[config.mk]
export PLATFORM = sky130hd
export DESIGN_NAME = ram_burst_master
export DESIGN_NICKNAME = d
export VERILOG_FILES = /design/src/rtl/ram_burst_master.sv
export SDC_FILE = /design/constraint.sdc
export NUM_CORES = 1
export LEC_CHECK = 0
export CORE_MARGIN = 5
export CORE_UTILIZATION = 40
export CTS_CLUSTER_DIAMETER = 120
export CTS_CLUSTER_SIZE = 14
export DETAILED_ROUTE_END_ITERATION = 16
export GPL_TIMING_DRIVEN = 0
export PLACE_DENSITY = 0.73
export RECOVER_POWER = 100
export SLEW_MARGIN = 10
export SYNTH_ARGS = -nofsm -noshare
export SYNTH_HDL_FRONTEND = slang
export SYNTH_SLANG_ARGS = --single-unit
[constraint.sdc]
create_clock -name clk -period 2.8 [get_ports clk]
set_clock_uncertainty 0.1 [all_clocks]
set_input_delay 0.28 -clock clk [delete_from_list [all_inputs] [get_ports clk]]
set_output_delay 0.28 -clock clk [all_outputs]
set_load 0.005 [all_outputs]
[src/rtl/ram_burst_master.sv]
// ram_burst_master
// ----------------
// Initiator-side burst controller for a single-port RAM with a registered
// read address (read data appears on ram_q the cycle after the address).
// Burst commands arrive on a valid/ready channel; write beats stream in on
// wr_*, read beats stream out of a 2-entry buffer on rd_*.
//
// Optional feature macro: RAM_BURST_MASTER_BOUND_EN
//   defined   : a burst that reaches the top address with beats remaining
//               ends after that beat, and err is set until reset.
//   undefined : addresses wrap modulo 2^ADDR_W and err is tied to 0.
//
// Ports
//   clk, rst                 clock, synchronous active-high reset
//   cmd_valid/ready          command handshake (ready only when idle)
//   cmd_write/addr/len       burst direction, start address, beats minus 1
//   wr_data/valid/ready      write beat stream
//   rd_data/valid/ready      read beat stream (head of 2-entry buffer)
//   busy, err                not idle; sticky bound error
//   ram_addr/data/we         RAM pins; ram_q is the RAM read data
module ram_burst_master #(
    parameter int ADDR_W = 6,
    parameter int DATA_W = 8
) (
    input  logic              clk,
    input  logic              rst,
    input  logic              cmd_valid,
    output logic              cmd_ready,
    input  logic              cmd_write,
    input  logic [ADDR_W-1:0] cmd_addr,
    input  logic [ADDR_W-1:0] cmd_len,
    input  logic [DATA_W-1:0] wr_data,
    input  logic              wr_valid,
    output logic              wr_ready,
    output logic [DATA_W-1:0] rd_data,
    output logic              rd_valid,
    input  logic              rd_ready,
    output logic              busy,
    output logic              err,
    output logic [ADDR_W-1:0] ram_addr,
    output logic [DATA_W-1:0] ram_data,
    output logic              ram_we,
    input  logic [DATA_W-1:0] ram_q
);

    typedef enum logic [1:0] {
        S_IDLE  = 2'd0,
        S_WRITE = 2'd1,
        S_READ  = 2'd2,
        S_DRAIN = 2'd3
    } state_t;

    localparam logic [ADDR_W-1:0] PTR_ONE  = {{(ADDR_W-1){1'b0}}, 1'b1};
    localparam logic [ADDR_W-1:0] PTR_ZERO = {ADDR_W{1'b0}};
    localparam logic [ADDR_W-1:0] PTR_MAX  = {ADDR_W{1'b1}};

    state_t              state_r;
    state_t              state_s;
    logic [ADDR_W-1:0]   ptr_r;
    logic [ADDR_W-1:0]   cnt_r;
    logic [ADDR_W-1:0]   ptr_next_s;
    logic                load_s;
    logic                beat_s;
    logic                issue_s;
    logic                bound_s;
    logic                pop_s;
    logic                room_s;
    logic                drain_done_s;
    logic [2:0]          credit_s;

    logic [DATA_W-1:0]   fifo_mem_r [0:1];
    logic                fifo_wp_r;
    logic                fifo_rp_r;
    logic [1:0]          fifo_cnt_r;
    logic                inflight_r;

    // The burst is cut short at the top address only when the bound check is built in.
`ifdef RAM_BURST_MASTER_BOUND_EN
    assign bound_s    = (ptr_r == PTR_MAX) && (cnt_r != PTR_ZERO);
    assign ptr_next_s = (ptr_r == PTR_MAX) ? ptr_r : (ptr_r + PTR_ONE);
`else
    assign bound_s    = 1'b0;
    assign ptr_next_s = ptr_r + PTR_ONE;
`endif

    // A beat popped this cycle frees its slot for an issue in the same cycle,
    // which is what lets reads stream at one beat per cycle.
    assign pop_s        = (fifo_cnt_r != 2'd0) && rd_ready;
    assign credit_s     = {1'b0, fifo_cnt_r} + {2'b00, inflight_r} - {2'b00, pop_s};
    assign room_s       = (credit_s < 3'd2);
    assign drain_done_s = ((fifo_cnt_r - {1'b0, pop_s}) == 2'd0) && !inflight_r;

    // Next-state and per-cycle control decode.
    always_comb begin
        state_s = state_r;
        load_s  = 1'b0;
        beat_s  = 1'b0;
        issue_s = 1'b0;
        case (state_r)
            S_IDLE: begin
                if (cmd_valid) begin
                    load_s  = 1'b1;
                    state_s = cmd_write ? S_WRITE : S_READ;
                end else begin
                    state_s = S_IDLE;
                end
            end
            S_WRITE: begin
                if (wr_valid) begin
                    beat_s = 1'b1;
                    if ((cnt_r == PTR_ZERO) || bound_s) begin
                        state_s = S_IDLE;
                    end else begin
                        state_s = S_WRITE;
                    end
                end else begin
                    state_s = S_WRITE;
                end
            end
            S_READ: begin
                if (room_s) begin
                    beat_s  = 1'b1;
                    issue_s = 1'b1;
                    if ((cnt_r == PTR_ZERO) || bound_s) begin
                        state_s = S_DRAIN;
                    end else begin
                        state_s = S_READ;
                    end
                end else begin
                    state_s = S_READ;
                end
            end
            S_DRAIN: begin
                if (drain_done_s) begin
                    state_s = S_IDLE;
                end else begin
                    state_s = S_DRAIN;
                end
            end
            default: begin
                state_s = S_IDLE;
            end
        endcase
    end

    // State register.
    always_ff @(posedge clk) begin
        if (rst) begin
            state_r <= S_IDLE;
        end else begin
            state_r <= state_s;
        end
    end

    // Address pointer and remaining-beat count; the pointer is the RAM address.
    always_ff @(posedge clk) begin
        if (rst) begin
            ptr_r <= PTR_ZERO;
            cnt_r <= PTR_ZERO;
        end else if (load_s) begin
            ptr_r <= cmd_addr;
            cnt_r <= cmd_len;
        end else if (beat_s) begin
            ptr_r <= ptr_next_s;
            cnt_r <= cnt_r - PTR_ONE;
        end else begin
            ptr_r <= ptr_r;
            cnt_r <= cnt_r;
        end
    end

    // Read-in-flight flag: ram_q is valid the cycle after an issue.
    always_ff @(posedge clk) begin
        if (rst) begin
            inflight_r <= 1'b0;
        end else begin
            inflight_r <= issue_s;
        end
    end

    // Read buffer pointers and occupancy; capture and pop may coincide.
    always_ff @(posedge clk) begin
        if (rst) begin
            fifo_wp_r  <= 1'b0;
            fifo_rp_r  <= 1'b0;
            fifo_cnt_r <= 2'd0;
        end else begin
            fifo_wp_r  <= fifo_wp_r ^ inflight_r;
            fifo_rp_r  <= fifo_rp_r ^ pop_s;
            fifo_cnt_r <= fifo_cnt_r + {1'b0, inflight_r} - {1'b0, pop_s};
        end
    end

    // Read buffer storage; contents are meaningless while the slot is empty.
    always_ff @(posedge clk) begin
        if (inflight_r) begin
            fifo_mem_r[fifo_wp_r] <= ram_q;
        end
    end

`ifdef RAM_BURST_MASTER_BOUND_EN
    logic err_r;

    // Sticky bound error, cleared only by reset.
    always_ff @(posedge clk) begin
        if (rst) begin
            err_r <= 1'b0;
        end else if (beat_s && bound_s) begin
            err_r <= 1'b1;
        end else begin
            err_r <= err_r;
        end
    end

    assign err = err_r;
`else
    assign err = 1'b0;
`endif

    assign cmd_ready = (state_r == S_IDLE);
    assign wr_ready  = (state_r == S_WRITE);
    assign busy      = (state_r != S_IDLE);
    assign ram_addr  = ptr_r;
    assign ram_data  = wr_data;
    assign ram_we    = wr_valid & wr_ready;
    assign rd_valid  = (fifo_cnt_r != 2'd0);
    assign rd_data   = fifo_mem_r[fifo_rp_r];

endmodule
==> impl_metrics.yaml, run 1 <==
run_status:
  outcome: "finished, violations left"
  violations: "setup timing"
floorplan:
  initial_core_util_pct: 40.94
  core_area_mm2: 0.004294
  fp.dieH_um: 76.30
  io_pins: 62
  fp.dieArea_mm2: 0.005821
  die_w_um: 76.30
  rows: 24
worst_setup_path:
  reg2reg_to: "cnt_r[2]$_SDFFE_PP0P_"
  timing.critical_path.arrival_ns: 2.91
  crit_type: "register to register"
  crit_buf_inv: 2
  worstPathCellList: "or2_4 > and2_4 > ha_4 > inv_2 > ha_4 > fa_1 > and3b_2 > a21o_4 > buf_6 > a211oi_1 > nor4_1"
  rr_startpoint: "fifo_cnt_r[0]$_SDFF_PP0_"
  cp-start-kind: "register"
  worstPathRequired_ns: 2.85
  path_delay_family: "adder cells"
  timing.reg2reg.setup_slack_ns: -0.06
  cpMaxStageDelayCell: "fa_1"
  crit_fanout: 5
  max_stage_delay_ns: 0.51
  crit_top_cell: "ha_4"
  endpoint_kind: "register"
  r2r_cells: 11
drt:
  routed_wl_um: 4019
  ant_nets: 0
  drt_iter0_markers: 85
  wl_per_cell_um: 14.20
  drc: 0
  viasPerCell: 5.106
  first_pass_iters: 4
  dr_total_vias: 1445
grt:
  grt-ovfl-total: 0
  grt_max_degree: 13
  antenna_found_initial: 0
  grt_use_total_pct: 13.38
  grt_pass1_wl_um: 6541
  grt_pass1_vias: 1502
placed_design:
  gp_congestion: 0.7823
  place_area_mm2: 0.002342
  dpl.hpwl_um: 2791
  numPortBuffers: 51
sta:
  rsz0062_at_grt: "true"
  period_share_pct: 102.2
  relSlewSlack_pct: 56.48
  fin_crit_ns: 2.862
  fin_ws_ns: -0.06199
  finalSetupViolCount: 7
  max_freq_mhz: 349.4
  drv_slew: 0
  worst_slew_pin_slew_ns: 0.6529
  tns_ns: -0.2394
  hold_viol: 0
final_layout:
  layout_commonest_cell: "clkdlybuf4s50_1"
  design_area_mm2: 0.002630
  nets: 275
  synthToLayoutAreaGrowth_pct: 49.61
  fin_util_pct: 61.25
  layout_common_cells: "clkdlybuf4s50_1, dfxtp_1, edfxtp_1, dlygate4sd3_1, nor2_1"
  antenna_cells: 0
  drive_above_1_share_pct: 25.11
synth:
  syn-num-nets: 210
  synth_edf_count: 16
  yosysSeqAreaShare_pct: 48.97
  postSynth.asyncResetShare_pct: 0
  ys.flop_type: "dfxtp_1"
  ys_seq_elements: 35
  netlist_instances: 165
  ys_types: 39
  yosys_warnings: 0
  syn_avg_cell_area_um2: 10.65
  syn_area_mm2: 0.001758
min_path:
  hold_depth: 2
  min_to: "fifo_cnt_r[0]$_SDFF_PP0_"
  worstHoldPathType: "input port to register"
  worstHoldStart: "rst"
clock_network:
  clk_latency_ns: 0.28
  clock_sinks: 35
  root_buffer: "clkbuf_8"
  numCtsBuffers: 5
  clockBufferDepth: 2
  htree_levels: 2
  cts.clk_slew.worst_paths_ns: 0.07
  cts_tree: "built"
power_and_ir_drop:
  peakVddDrop_mv: 0.3131
  p_leak_nw: 0.9917
  power_density_mw_per_mm2: 613.8
flow_run:
  cap_violations: 0
[worst register-to-register path, stage by stage, from the launching register on]
cell	delay [ns]
dfxtp_2	0.32
or2_4	0.24
and2_4	0.15
ha_4	0.25
inv_2	0.04
ha_4	0.14
fa_1	0.51
and3b_2	0.27
a21o_4	0.23
buf_6	0.13
a211oi_1	0.26
nor4_1	0.09
[report_power, final]
| group | leakage, nW | switching [mW] | internal (mW) |
|---|---|---|---|
| Sequential | 0.302 | 0.0366 | 0.589 |
| Clock | 0.0581 | 0.187 | 0.265 |
| Combinational | 0.632 | 0.228 | 0.308 |
| Total | 0.992 | 0.452 | 1.16 |
[synth_stat cells (all sizes together), types with 3 or more instances]
cell / n / area share (%)
nor3: 5 / 1.4
and2: 5 / 1.8
nor2: 14 / 3.0
buf: 10 / 4.3
mux2: 8 / 5.1
nand2: 6 / 1.3
nor2b: 4 / 1.4
a311oi: 7 / 3.5
inv: 13 / 2.8
or3: 4 / 1.4
o21ai: 4 / 1.1
dfxtp: 19 / 22
nor4: 3 / 1.1
a211oi: 4 / 1.7
ha: 10 / 7.1
xnor2: 3 / 1.5
clkbuf: 6 / 1.3
edfxtp: 16 / 27
[cells by family (layout without fill, tap and decap cells)]
logic type	after synthesis	in the layout	share of synthesized area, %
and+or+nand+nor	53	53	16.44
DFF	35	35	48.97
buffers and inverters	29	94	8.327
AOI/OAI and AO/OA	24	25	10.68
adders and majority gates	11	11	8.256
muxes	8	8	5.125
xor gates and xnor gates	4	4	1.993
other	1	1	0.2133
[layout make-up]
type | count | area, µm²
flip-flops and latches | 35 | 863.3
clock buffers | 5 | 68.82
fillers | 367 | 1664
repair buffers | 57 | 563.0
plain buffers | 16 | 101.3
inverters | 13 | 48.80
well taps | 52 | 65.06
multi-input cells | 102 | 875.8
clock inverters | 3 | 43.79
[per-stage QoR]
stage	hold WS [ns]	setup WS [ns]	std cells	total power, mW
6_report	0.3270	-0.06199	283	1.614
5_1_grt	0.3502	-0.1892	283	1.711
4_1_cts	0.3268	-0.04709	281	1.592
3_5_place_dp	0.4069	-0.2633	268	1.081
3_3_place_gp	0.4015	-0.2312	268	1.076
2_1_floorplan	0.2789	0.01808	165	0.8862
[what timing repair did]
action / 4_1_cts / 5_1_grt
setup buffers: 4 / 1
resized for setup: 12 / 13
hold buffers: 0 / 0
cloned: 1 / 1
pin swaps: 8 / 8
setup endpoints to repair: 12 / 12
[worst max-delay path by stage]
| stage | endpoint | cells after the start | slack [ns] | start |
|---|---|---|---|---|
| 3_3_place_gp | ram_addr[3]$_SDFFE_PP0P_ | 11 | -0.23 | rd_ready |
| 4_1_cts | cnt_r[5]$_SDFFE_PP0P_ | 11 | -0.05 | fifo_cnt_r[0]$_SDFF_PP0_ |
| 3_5_place_dp | cnt_r[5]$_SDFFE_PP0P_ | 11 | -0.26 | rd_ready |
| 2_1_floorplan | cnt_r[5]$_SDFFE_PP0P_ | 11 | 0.02 | fifo_cnt_r[1]$_SDFF_PP0_ |
| 5_1_grt | cnt_r[5]$_SDFFE_PP0P_ | 11 | -0.19 | fifo_cnt_r[0]$_SDFF_PP0_ |
| 6_report | cnt_r[2]$_SDFFE_PP0P_ | 11 | -0.06 | fifo_cnt_r[0]$_SDFF_PP0_ |
[per-layer routing]
| layer | GRT usage, % | vias up | wire (µm) |
|---|---|---|---|
| li1 | - | 706 | - |
| met1 | 15.28 | 679 | 1649 |
| met2 | 24.57 | 52 | 2065 |
| met3 | 3.310 | 8 | 264 |
| met4 | 3.497 | 0 | 40 |
| met5 | 0 | - | 0 |
[flip-flops by register name, summed over array words and instances (netlist names)]
name / flops
fifo_mem_r: 16
cnt_r: 6
ram_addr: 6
fifo_cnt_r: 2
state_r: 2
fifo_rp_r: 1
fifo_wp_r: 1
inflight_r: 1
Power figures use the tool's default switching activity.
==> run 2: changes to the inputs <==
SLEW_MARGIN = 5   (was 10)
==> results of run 2 <==
Same layout as run 1: the final DEF is identical, and so are final timing and power.
